**src/rtl/trdb_packet_decoder_pkg.sv**
```systemverilog
// Shared types and sizing constants for the trace packet decoder.
//   PAYLOAD_LEN  : maximum payload bits per packet (multiple of 32)
//   BEAT_LEN     : input beat width in bits
//   MAX_BEATS    : payload beats in the longest packet
//   P_LEN        : width of the header byte-length field (len_bytes - 1)
//   BEAT_CNT_W   : width of the payload beat counter
// Also holds the packet format/subformat enums and the decoder FSM states.
package trdb_packet_decoder_pkg;

    localparam int PAYLOAD_LEN   = 256;
    localparam int BEAT_LEN      = 32;
    localparam int MAX_BEATS     = PAYLOAD_LEN / BEAT_LEN;
    localparam int P_LEN         = $clog2(PAYLOAD_LEN / 8);
    localparam int PKT_HDR_LEN_W = P_LEN;
    localparam int BEAT_CNT_W    = $clog2(MAX_BEATS);
    localparam int PKT_LEN_W     = P_LEN + 1;

    typedef enum logic [1:0] {
        F_OPT_EXT    = 2'd0,
        F_DIFF_DELTA = 2'd1,
        F_ADDR_ONLY  = 2'd2,
        F_SYNC       = 2'd3
    } trdb_format_e;

    typedef enum logic [1:0] {
        SF_START   = 2'd0,
        SF_TRAP    = 2'd1,
        SF_CONTEXT = 2'd2,
        SF_SUPPORT = 2'd3
    } trdb_f_sync_subformat_e;

    typedef enum logic {
        SF_PBC = 1'b0,
        SF_JTC = 1'b1
    } trdb_f_opt_ext_subformat_e;

    typedef enum logic [1:0] {
        S_HDR = 2'd0,
        S_PAY = 2'd1,
        S_OUT = 2'd2
    } trdb_pkt_dec_state_e;

endpackage

```
**src/rtl/trdb_packet_decoder_if.sv**
```systemverilog
// Bus bundle between a trace sink and the packet decoder.
//   Beat stream : beat_valid_i / beat_ready_o / beat_data_i
//   Packet out  : pkt_valid_o / pkt_ready_i plus decoded fields
//                 (format, subformat, byte length, payload, error flag)
// Signal suffixes are from the decoder's point of view.
//   slave  modport : used by the decoder
//   master modport : used by the producer/consumer side
interface trdb_packet_decoder_if;
    import trdb_packet_decoder_pkg::*;

    logic                   beat_valid_i;
    logic                   beat_ready_o;
    logic [BEAT_LEN-1:0]    beat_data_i;

    logic                   pkt_valid_o;
    logic                   pkt_ready_i;
    trdb_format_e           pkt_format_o;
    logic [1:0]             pkt_subformat_o;
    logic [PKT_LEN_W-1:0]   pkt_len_o;
    logic [PAYLOAD_LEN-1:0] pkt_payload_o;
    logic                   pkt_err_o;

    modport slave (
        input  beat_valid_i, beat_data_i, pkt_ready_i,
        output beat_ready_o, pkt_valid_o, pkt_format_o, pkt_subformat_o,
               pkt_len_o, pkt_payload_o, pkt_err_o
    );

    modport master (
        output beat_valid_i, beat_data_i, pkt_ready_i,
        input  beat_ready_o, pkt_valid_o, pkt_format_o, pkt_subformat_o,
               pkt_len_o, pkt_payload_o, pkt_err_o
    );

endinterface

```
**src/rtl/trdb_packet_decoder_field_decode.sv**
```systemverilog
// Combinational field decode of a reassembled trace packet.
//   payload_lo_i : first four payload bits (format + subformat bits)
//   len_bytes_i  : payload length in bytes
//   hdr_err_i    : header reserved-bit error from the framer
//   format_o     : packet format
//   subformat_o  : subformat (zero-extended for F_OPT_EXT, 0 for formats 1/2)
//   err_o        : header error or an F_SYNC packet too short for its subformat
module trdb_pkt_field_decode
    import trdb_packet_decoder_pkg::*;
(
    input  logic [3:0]           payload_lo_i,
    input  logic [PKT_LEN_W-1:0] len_bytes_i,
    input  logic                 hdr_err_i,
    output trdb_format_e         format_o,
    output logic [1:0]           subformat_o,
    output logic                 err_o
);

    always_comb begin
        format_o    = trdb_format_e'(payload_lo_i[1:0]);
        subformat_o = 2'b00;
        unique case (format_o)
            F_SYNC:    subformat_o = payload_lo_i[3:2];
            F_OPT_EXT: subformat_o = {1'b0, payload_lo_i[2]};
            default:   subformat_o = 2'b00;
        endcase
        // A one-byte sync packet is flagged to mirror the encoder's minimum size.
        err_o = hdr_err_i ||
                ((format_o == F_SYNC) && (len_bytes_i == PKT_LEN_W'(1)));
    end

endmodule

```
**src/rtl/trdb_packet_decoder.sv**
```systemverilog
// Receive-side trace packet decoder.
//   clk_i   : clock
//   rst_ni  : asynchronous active-low reset
//   flush_i : synchronous abort of the packet in progress (beats offered in
//             the same cycle are not consumed)
//   bus     : beat stream in, decoded packet out (slave modport)
// One header beat (byte length - 1 in the low bits, reserved bits above it)
// is followed by ceil(len/4) little-endian payload beats. The decoded packet
// is held on the output until accepted.
module trdb_packet_decoder
    import trdb_packet_decoder_pkg::*;
(
    input  logic                 clk_i,
    input  logic                 rst_ni,
    input  logic                 flush_i,
    trdb_packet_decoder_if.slave bus
);

    localparam int BYTES_PER_BEAT = BEAT_LEN / 8;

    trdb_pkt_dec_state_e                       state_q;
    logic [P_LEN-1:0]                          len_field_q;
    logic [PKT_LEN_W-1:0]                      len_bytes_q;
    logic [BEAT_CNT_W-1:0]                     cnt_q;
    logic                                      hdr_err_q;
    logic                                      beat_ready_q;
    logic                                      pkt_valid_q;
    logic [MAX_BEATS-1:0][BEAT_LEN-1:0]        buf_q;

    logic [BEAT_LEN-1:0]                       beat_masked;
    logic [BEAT_CNT_W-1:0]                     last_idx;
    logic                                      beat_fire;
    logic                                      pkt_fire;

    // Index of the final payload beat: ceil(len/4)-1 == (len-1)/4.
    assign last_idx  = len_field_q[P_LEN-1:2];
    assign beat_fire = bus.beat_valid_i && beat_ready_q;
    assign pkt_fire  = pkt_valid_q && bus.pkt_ready_i;

    // Zero every byte lying beyond the packet length so padding never
    // reaches the payload output.
    generate
        for (genvar gi = 0; gi < BYTES_PER_BEAT; gi++) begin : g_mask
            logic [PKT_LEN_W-1:0] byte_idx;
            assign byte_idx = PKT_LEN_W'({cnt_q, 2'(gi)});
            assign beat_masked[8*gi +: 8] = (byte_idx < len_bytes_q) ?
                                            bus.beat_data_i[8*gi +: 8] : 8'h00;
        end
    endgenerate

    always_ff @(posedge clk_i or negedge rst_ni) begin
        if (!rst_ni) begin
            state_q      <= S_HDR;
            len_field_q  <= '0;
            len_bytes_q  <= '0;
            cnt_q        <= '0;
            hdr_err_q    <= 1'b0;
            beat_ready_q <= 1'b1;
            pkt_valid_q  <= 1'b0;
            buf_q        <= '0;
        end else if (flush_i) begin
            // Flush wins over any handshake in the same cycle.
            state_q      <= S_HDR;
            cnt_q        <= '0;
            beat_ready_q <= 1'b1;
            pkt_valid_q  <= 1'b0;
        end else begin
            unique case (state_q)
                S_HDR: begin
                    if (beat_fire) begin
                        len_field_q <= bus.beat_data_i[P_LEN-1:0];
                        len_bytes_q <= PKT_LEN_W'(bus.beat_data_i[P_LEN-1:0]) +
                                       PKT_LEN_W'(1);
                        hdr_err_q   <= |bus.beat_data_i[7:P_LEN];
                        cnt_q       <= '0;
                        buf_q       <= '0;
                        state_q     <= S_PAY;
                    end
                end
                S_PAY: begin
                    if (beat_fire) begin
                        buf_q[cnt_q] <= beat_masked;
                        cnt_q        <= cnt_q + BEAT_CNT_W'(1);
                        if (cnt_q == last_idx) begin
                            state_q      <= S_OUT;
                            beat_ready_q <= 1'b0;
                            pkt_valid_q  <= 1'b1;
                        end
                    end
                end
                S_OUT: begin
                    if (pkt_fire) begin
                        state_q      <= S_HDR;
                        beat_ready_q <= 1'b1;
                        pkt_valid_q  <= 1'b0;
                    end
                end
                default: begin
                    state_q      <= S_HDR;
                    beat_ready_q <= 1'b1;
                    pkt_valid_q  <= 1'b0;
                end
            endcase
        end
    end

    assign bus.beat_ready_o  = beat_ready_q;
    assign bus.pkt_valid_o   = pkt_valid_q;
    assign bus.pkt_len_o     = len_bytes_q;
    assign bus.pkt_payload_o = buf_q;

    trdb_pkt_field_decode u_field_decode (
        .payload_lo_i (buf_q[0][3:0]),
        .len_bytes_i  (len_bytes_q),
        .hdr_err_i    (hdr_err_q),
        .format_o     (bus.pkt_format_o),
        .subformat_o  (bus.pkt_subformat_o),
        .err_o        (bus.pkt_err_o)
    );

endmodule

```
**src/flat_wrapper.sv**
```systemverilog
// flat-port wrapper written by rule: the top's interface ports become plain ports
module trdb_packet_decoder_flat import trdb_packet_decoder_pkg::*;
  (clk_i, rst_ni, flush_i, bus_beat_valid_i, bus_beat_data_i, bus_pkt_ready_i, bus_beat_ready_o, bus_pkt_valid_o, bus_pkt_format_o, bus_pkt_subformat_o, bus_pkt_len_o, bus_pkt_payload_o, bus_pkt_err_o);
  trdb_packet_decoder_if bus_i ();
  input  logic clk_i;
  input  logic rst_ni;
  input  logic flush_i;
  input wire logic [$bits(bus_i.beat_valid_i)-1:0] bus_beat_valid_i;
  input wire logic [$bits(bus_i.beat_data_i)-1:0] bus_beat_data_i;
  input wire logic [$bits(bus_i.pkt_ready_i)-1:0] bus_pkt_ready_i;
  output wire logic [$bits(bus_i.beat_ready_o)-1:0] bus_beat_ready_o;
  output wire logic [$bits(bus_i.pkt_valid_o)-1:0] bus_pkt_valid_o;
  output wire logic [$bits(bus_i.pkt_format_o)-1:0] bus_pkt_format_o;
  output wire logic [$bits(bus_i.pkt_subformat_o)-1:0] bus_pkt_subformat_o;
  output wire logic [$bits(bus_i.pkt_len_o)-1:0] bus_pkt_len_o;
  output wire logic [$bits(bus_i.pkt_payload_o)-1:0] bus_pkt_payload_o;
  output wire logic [$bits(bus_i.pkt_err_o)-1:0] bus_pkt_err_o;
  assign bus_i.beat_valid_i = bus_beat_valid_i;
  assign bus_i.beat_data_i = bus_beat_data_i;
  assign bus_i.pkt_ready_i = bus_pkt_ready_i;
  assign bus_beat_ready_o = bus_i.beat_ready_o;
  assign bus_pkt_valid_o = bus_i.pkt_valid_o;
  assign bus_pkt_format_o = bus_i.pkt_format_o;
  assign bus_pkt_subformat_o = bus_i.pkt_subformat_o;
  assign bus_pkt_len_o = bus_i.pkt_len_o;
  assign bus_pkt_payload_o = bus_i.pkt_payload_o;
  assign bus_pkt_err_o = bus_i.pkt_err_o;
  trdb_packet_decoder u_core (.clk_i(clk_i), .rst_ni(rst_ni), .flush_i(flush_i), .bus(bus_i));
endmodule
```
**config.mk**
```make
export PLATFORM = sky130hd
export DESIGN_NAME = trdb_packet_decoder_flat
export DESIGN_NICKNAME = d
export VERILOG_FILES = /design/src/rtl/trdb_packet_decoder_pkg.sv /design/src/rtl/trdb_packet_decoder_if.sv /design/src/rtl/trdb_packet_decoder_field_decode.sv /design/src/rtl/trdb_packet_decoder.sv /design/src/flat_wrapper.sv
export SDC_FILE = /design/constraint.sdc
export NUM_CORES = 1
export LEC_CHECK = 0
export CORE_AREA = 2 2 212 172
export DETAILED_ROUTE_END_ITERATION = 12
export DIE_AREA = 0 0 214 174
export MAX_ROUTING_LAYER = met4
export PLACE_DENSITY_LB_ADDON = 0.3
export SLEW_MARGIN = 20
export SYNTH_ARGS = -nofsm -noshare
export SYNTH_HDL_FRONTEND = slang
export SYNTH_SLANG_ARGS = --single-unit
```
**constraint.sdc**
```tcl
create_clock -name clk_i -period 5.67 [get_ports clk_i]
set_input_delay 0.567 -clock clk_i [delete_from_list [all_inputs] [get_ports clk_i]]
set_output_delay 0.567 -clock clk_i [all_outputs]
set_load 0.1 [all_outputs]
```
== After elaboration in Yosys (flattened, before gate mapping) ==
Index checks and enable logic that the tools add are counted.

* Output and inout bits: 269
* Input port bits: 37
* Bits in registers: 275

* $add $sub $neg: 2
* Bitwise operators: 1
* Equal/unequal tests: 12
* Multiplexer cells: 31
* Order comparisons: 6
* Reduce and logical (&&, ||, !) cells: 15

{| class="wikitable"
|+ Operators with widths
! cell !! number
|-
| 256-bit two-way mux || 2
|-
| 256-bit case mux with 2 select lines || 1
|-
| 256-bit bitwise mux || 1
|-
| 32-bit demux with 3-bit select || 1
|-
| 32-bit two-way mux || 1
|-
| 8-bit two-way mux || 4
|-
| 5-bit by 6-bit < comparator with 1-bit output || 4
|-
| 3-bit by 2-bit != test with 1-bit output (second input constant) || 4
|-
| 4-bit AND reduction || 3
|-
| 2-bit two-way mux || 5
|-
| 3-bit two-way mux || 3
|-
| 1-bit two-way mux || 8
|-
| 5-bit by 1-bit adder with 6-bit output (second input constant) || 1
|-
| 6-bit by 1-bit == test with 1-bit output (second input constant) || 1
|-
| 1-bit case mux with 3 select lines || 2
|-
| 2-bit case mux with 3 select lines || 1
|-
| 3-bit case mux with 2 select lines || 1
|-
| 3-bit AND reduction || 2
|-
| 2-bit == test (second input constant) || 2
|-
| 1-bit logical AND || 4
|-
| 2-bit logical NOT || 2
|-
| 3-bit by 4-bit < comparator with 1-bit output (second input constant) || 1
|-
| 2-bit by 1-bit != test with 1-bit output (second input constant) || 2
|-
| 2-bit case mux with 2 select lines || 1
|-
| 10 further kinds || 10
|}

== Logic depth before layout (Yosys ltp) ==
* Word-level depth: 7
* Mapped depth: 7

== Cells and area by module ==
From an unflattened synthesis, not the netlist that was laid out.

* Cells, all modules: 826
* Area total of the unflattened synthesis: 10612.7 um^2

{| class="wikitable"
|+ By module, submodules not included
! module !! instances !! sequential area each (um^2) !! cells an instance !! area each (um^2)
|-
| trdb_packet_decoder || 1 || 6832.8 || 813 || 10526.3
|-
| trdb_pkt_field_decode || 1 || 0.0 || 13 || 86.3
|}

== Worst setup path after synthesis ==
OpenSTA, ideal clock, no wires.

* Kind: register to output
* From: register u_core.buf_q, in the netlist u_core.bus.pkt_payload_o[0]
* To: output bus_pkt_subformat_o[0]
* Stages on the path, launching flop included: 4
* Arrival time: 3.583 ns
* Required time: 5.103 ns
* Setup slack: 1.520 ns
* Path through: dfrtp_1 -> inv_1 -> ha_1 -> nor3b_1

* Longest elaborated chain between the ends: 2
* Elaborated cells between the ends (all ways): 3
* Classes of those cells: eq/ne (1); mux (1); reduce/logical (1)

{| class="wikitable"
|+ RTL lines
! what !! line !! text
|-
| from (decl) || trdb_packet_decoder.sv:28 || <nowiki>logic [MAX_BEATS-1:0][BEAT_LEN-1:0] buf_q;</nowiki>
|-
| from (signal, indexed assignment) || trdb_packet_decoder.sv:82 || <nowiki>buf_q[cnt_q] <= beat_masked;</nowiki>
|-
| 2-bit == test or 2-bit logical NOT (tied branches) || trdb_packet_decoder_field_decode.sv:22 || <nowiki>unique case (format_o)</nowiki>
|-
| 2-bit case mux with 2 select lines * || trdb_packet_decoder_field_decode.sv:22 ||
|-
| to (decl) || flat_wrapper.sv:14 || <nowiki>output wire logic [$bits(bus_i.pkt_subformat_o)-1:0] bus_pkt_subformat_o;</nowiki>
|}

Every way passes the cells marked *; elsewhere a longest branch is shown, timed or not.

== Worst setup path in the final report ==
* From: register u_core.len_bytes_q[5], in the netlist u_core.bus.pkt_len_o[5]
* To: output bus_pkt_err_o

* Longest elaborated chain between the ends: 3

{| class="wikitable"
|+ RTL lines
! what !! line !! text
|-
| from (decl) || trdb_packet_decoder.sv:23 || <nowiki>logic [PKT_LEN_W-1:0] len_bytes_q;</nowiki>
|-
| from (signal assigned) || trdb_packet_decoder.sv:72 || <nowiki>len_bytes_q <= PKT_LEN_W'(bus.beat_data_i[P_LEN-1:0]) +</nowiki>
|-
| 6-bit by 1-bit == test with 1-bit output || trdb_packet_decoder_field_decode.sv:29 || <nowiki>((format_o == F_SYNC) && (len_bytes_i == PKT_LEN_W'(1)));</nowiki>
|-
| 1-bit logical AND || trdb_packet_decoder_field_decode.sv:29 ||
|-
| 1-bit logical OR || trdb_packet_decoder_field_decode.sv:28 || <nowiki>err_o = hdr_err_i ||</nowiki>
|-
| to (decl) || flat_wrapper.sv:17 || <nowiki>output wire logic [$bits(bus_i.pkt_err_o)-1:0] bus_pkt_err_o;</nowiki>
|}

Every way passes these cells.

==> metrics.md <==
| Metric | Value |
|---|---|
| Status | `completed` |
| # nets final | `1,280` |
| Largest net degree at the start of global routing | `~150` |
| Top cell type's share of synthesized area | `65.38%` |
| First-pass GRT wire length | `55.62 mm` |
| CTS tree | `yes` |
| Pwr Density | `approximately 330 mW/mm^2` |
| Clock slew at reported path FFs | `around 0.060 ns` |
| Unrepaired setup endpoints after global routing | `false` |
| Hold Vio Cnt, Final | `0` |
| First-pass detailed-route iteration total | `5` |
| WL per Instance | `around 22 microns` |
| Initial drt markers | `just over 600` |
| Mapped Avg Cell Area | `about 11 sq um` |
| Crit Path Category | `reg2out` |
| Area delta synth->final | `44.84%` |
| GRT Residual Overflow | `0` |
| Startpoint Class | `flop` |
| # H-tree levels | `1` |
| Resize count post-CTS | `0` |
| Netlist Area Pre-Place | `0.01041 sq mm` |
| Seq cells post-synth | `273` |
| Clock buffer count from CTS | `29` |
| Most numerous cell in the Yosys netlist | `dfrtp_1` |
| Residual DRC count | `0` |
| # Post-CTS Setup Buffers | `0` |
| Synth Net Count | `around 990` |
| Relative slew margins | `about a quarter` |
| IR drop worst, VDD | `0.0002209 V` |
| Post-Layout Cell Count | `1,737` |
| Clk buf depth | `3` |
| Post-synth top flop | `dfrtp_1` |
| Met1 wire length | `between 15 and 20 mm` |
| Setup ws final | `around 2.2 ns` |
| Clk root buf | `clkbuf_16` |
| IO buf count | `305` |
| Fmax | `~0.28 GHz` |
| Area leader, netlist | `dfrtp_1` |
| Share of cells above drive strength 1 | `under 10%` |
| Req. time, crit path | `5.10 ns` |
| Clock Latency Late Sink | `between 0.5 and 0.6 ns` |
| Total placed cells including tap cells | `around 1,700` |
| Max Slew Vio Count | `0` |
| Final wirelength | `about 37 mm` |
| Worst setup EP type | `output port` |
| Post-place setup slack | `around 2.2 ns` |
| Vias | `around 8,500` |
| # fillers | `approximately 3,300` |
| Worst-path fanout max | `16` |
| Seq/Total Area, Yosys | `between 60% and 70%` |
| Worst Hold Class | `in2async` |
| Final GP Congestion | `between 0.8 and 0.9` |
| Met2 WL | `16.53 mm` |
| Post-synth EDFFs | `0` |
| Post-synth top cells | `dfrtp_1, nand2_1, o21ai_0, a22o_1, clkbuf_1` |
| Setup TNS | `0 ns` |
| Initial antenna violation count | `3` |
| Core area | `about 0.035 sq mm` |
| Max_cap viols | `0` |
| Synth warn | `0` |
| HPWL after detailed placement | `25.93 mm` |
| Period utilization | `between 60 and 70%` |
| Final antenna-violating net count | `0` |
| Overall Global Routing Usage | `just over 20%` |
| Starting density of the core | `between 20 and 30%` |
| CTS sink count | `~270` |
| Endpoints failing setup | `0` |
| Die Area | `0.03724 sq mm` |
| Hold-fix buffers, CTS | `0` |
| Ratio of routed vias to standard cells | `~4.9` |
| Total power draw | `around 4.9 mW` |
| Setup Skew | `0.01775 ns` |
| Reg2Reg Depth | `4` |
| Leak | `6.488 nW` |
| Routed length on met3 | `roughly 2.2 mm` |
| Critical Path AT | `2.95 ns` |
| Async SR Flop Fraction | `100.0%` |
| Cells after Synth | `942` |
| Slew @ Worst Pin | `~1.1 ns` |
| Site Rows | `62` |
| IO Count | `306` |
| Number of global-route vias before repair | `around 8,400` |
| DR top layer | `met4` |
| Yosys cell types | `44` |
| Die H | `about 170 microns` |
| Reg2reg setup slack | `roughly 2.9 ns` |
| Final min period | `around 3.5 ns` |
| Die Wd | `around 210 microns` |
| Synth area leaders | `dfrtp_1, o21ai_0, nand2_1, a22o_1, clkbuf_1` |
-- report_power, final --
group	internal, mW	switching (mW)
combinational	0.188	0.691
clock	1.17	0.788
sequential	2.01	0.0574
-- routing by layer --
layer	GRT usage, %	vias to the layer above
met1	28.55	4324
met5	-	-
met4	5.711	0
li1	-	3863
met3	4.042	58
met2	29.65	283
-- worst paths after layout --
path,from,end
hold / removal,rst_ni,u_core.bus.pkt_payload_o[1]
setup reg to reg,u_core.cnt_q[0],u_core.bus.pkt_payload_o[98]
hold reg to reg,u_core.bus.pkt_payload_o[140],u_core.bus.pkt_payload_o[140]
min in group clk_i,u_core.bus.pkt_payload_o[140],u_core.bus.pkt_payload_o[140]
setup / recovery,u_core.bus.pkt_len_o[5],bus_pkt_err_o
max in group asynchronous,rst_ni,u_core.bus.pkt_payload_o[11]
-- worst max-delay path, cell delays in order, from the launching register on --
cell             delay [ns]
dfrtp_1                0.66
nor4_1                 0.40
a41o_1                 0.21
clkdlybuf4s50_1        1.13
-- flip-flops by register name, summed over array words and instances, names as in the netlist --
| signal | flops |
|---|---|
| u_core.state_q | 2 |
| u_core.len_field_q | 3 |
| u_core.bus.pkt_payload_o | 256 |
| u_core.bus.pkt_len_o | 6 |
| u_core.bus.pkt_valid_o | 1 |
| u_core.bus.beat_ready_o | 1 |
| u_core.cnt_q | 3 |
| u_core.hdr_err_q | 1 |
-- cell usage in the layout (no fill, tap or decap), types with 3 or more instances in the layout --
| cell | count |
|---|---|
| o21ai_4 | 8 |
| ha_1 | 8 |
| o21ai_1 | 4 |
| clkbuf_8 | 4 |
| clkinv_2 | 5 |
| nor4_1 | 3 |
| a22o_1 | 64 |
| mux2_2 | 4 |
| clkbuf_1 | 5 |
| nand2_1 | 219 |
| bufinv_16 | 4 |
| nor2_1 | 13 |
| clkdlybuf4s50_1 | 304 |
| xnor2_1 | 5 |
| nor3_4 | 4 |
| nand3_1 | 12 |
| nor4_4 | 4 |
| nand2b_1 | 9 |
| dfrtp_1 | 272 |
| and3b_1 | 3 |
| a21oi_1 | 11 |
| buf_4 | 11 |
| inv_1 | 8 |
| nor3b_1 | 4 |
| diode_2 | 3 |
| clkbuf_16 | 29 |
| o21ai_0 | 201 |
| nor3_1 | 4 |
-- layout make-up --
| class | instances | area [sq um] | area share (%) |
|---|---|---|---|
| timing repair buffer | 319 | 3216 | 21.32 |
| antenna | 3 | 7.507 | 0.04978 |
| inverter | 8 | 30.03 | 0.1991 |
| multi-input combinational | 604 | 3421 | 22.68 |
| clock inverter | 12 | 172.7 | 1.145 |
| clock buffer | 38 | 799.5 | 5.302 |
| sequential | 273 | 6833 | 45.31 |
| tap | 480 | 600.6 | 3.983 |
-- kinds of logic after synthesis --
kind of cell | synth area share, %
DFF | 65.63
and+or+nand+nor | 13.30
xor gates and xnor gates | 0.5047
adders and majority gates | 0.9615
muxes | 0.4326
AOI/OAI and AO/OA | 16.64
buffers and inverters | 2.524
-- through the flow --
stage,util (%),instance area (sq um),hold slack (ns)
after floorplan,-,10410,0.2714
after global placement,39.79,14040,0.4610
after detailed placement,39.79,14040,0.4694
after CTS,42.55,15020,0.1324
after global routing,42.72,15080,0.1557
final,42.72,15080,0.08108
(Power assumes the default switching activity.)
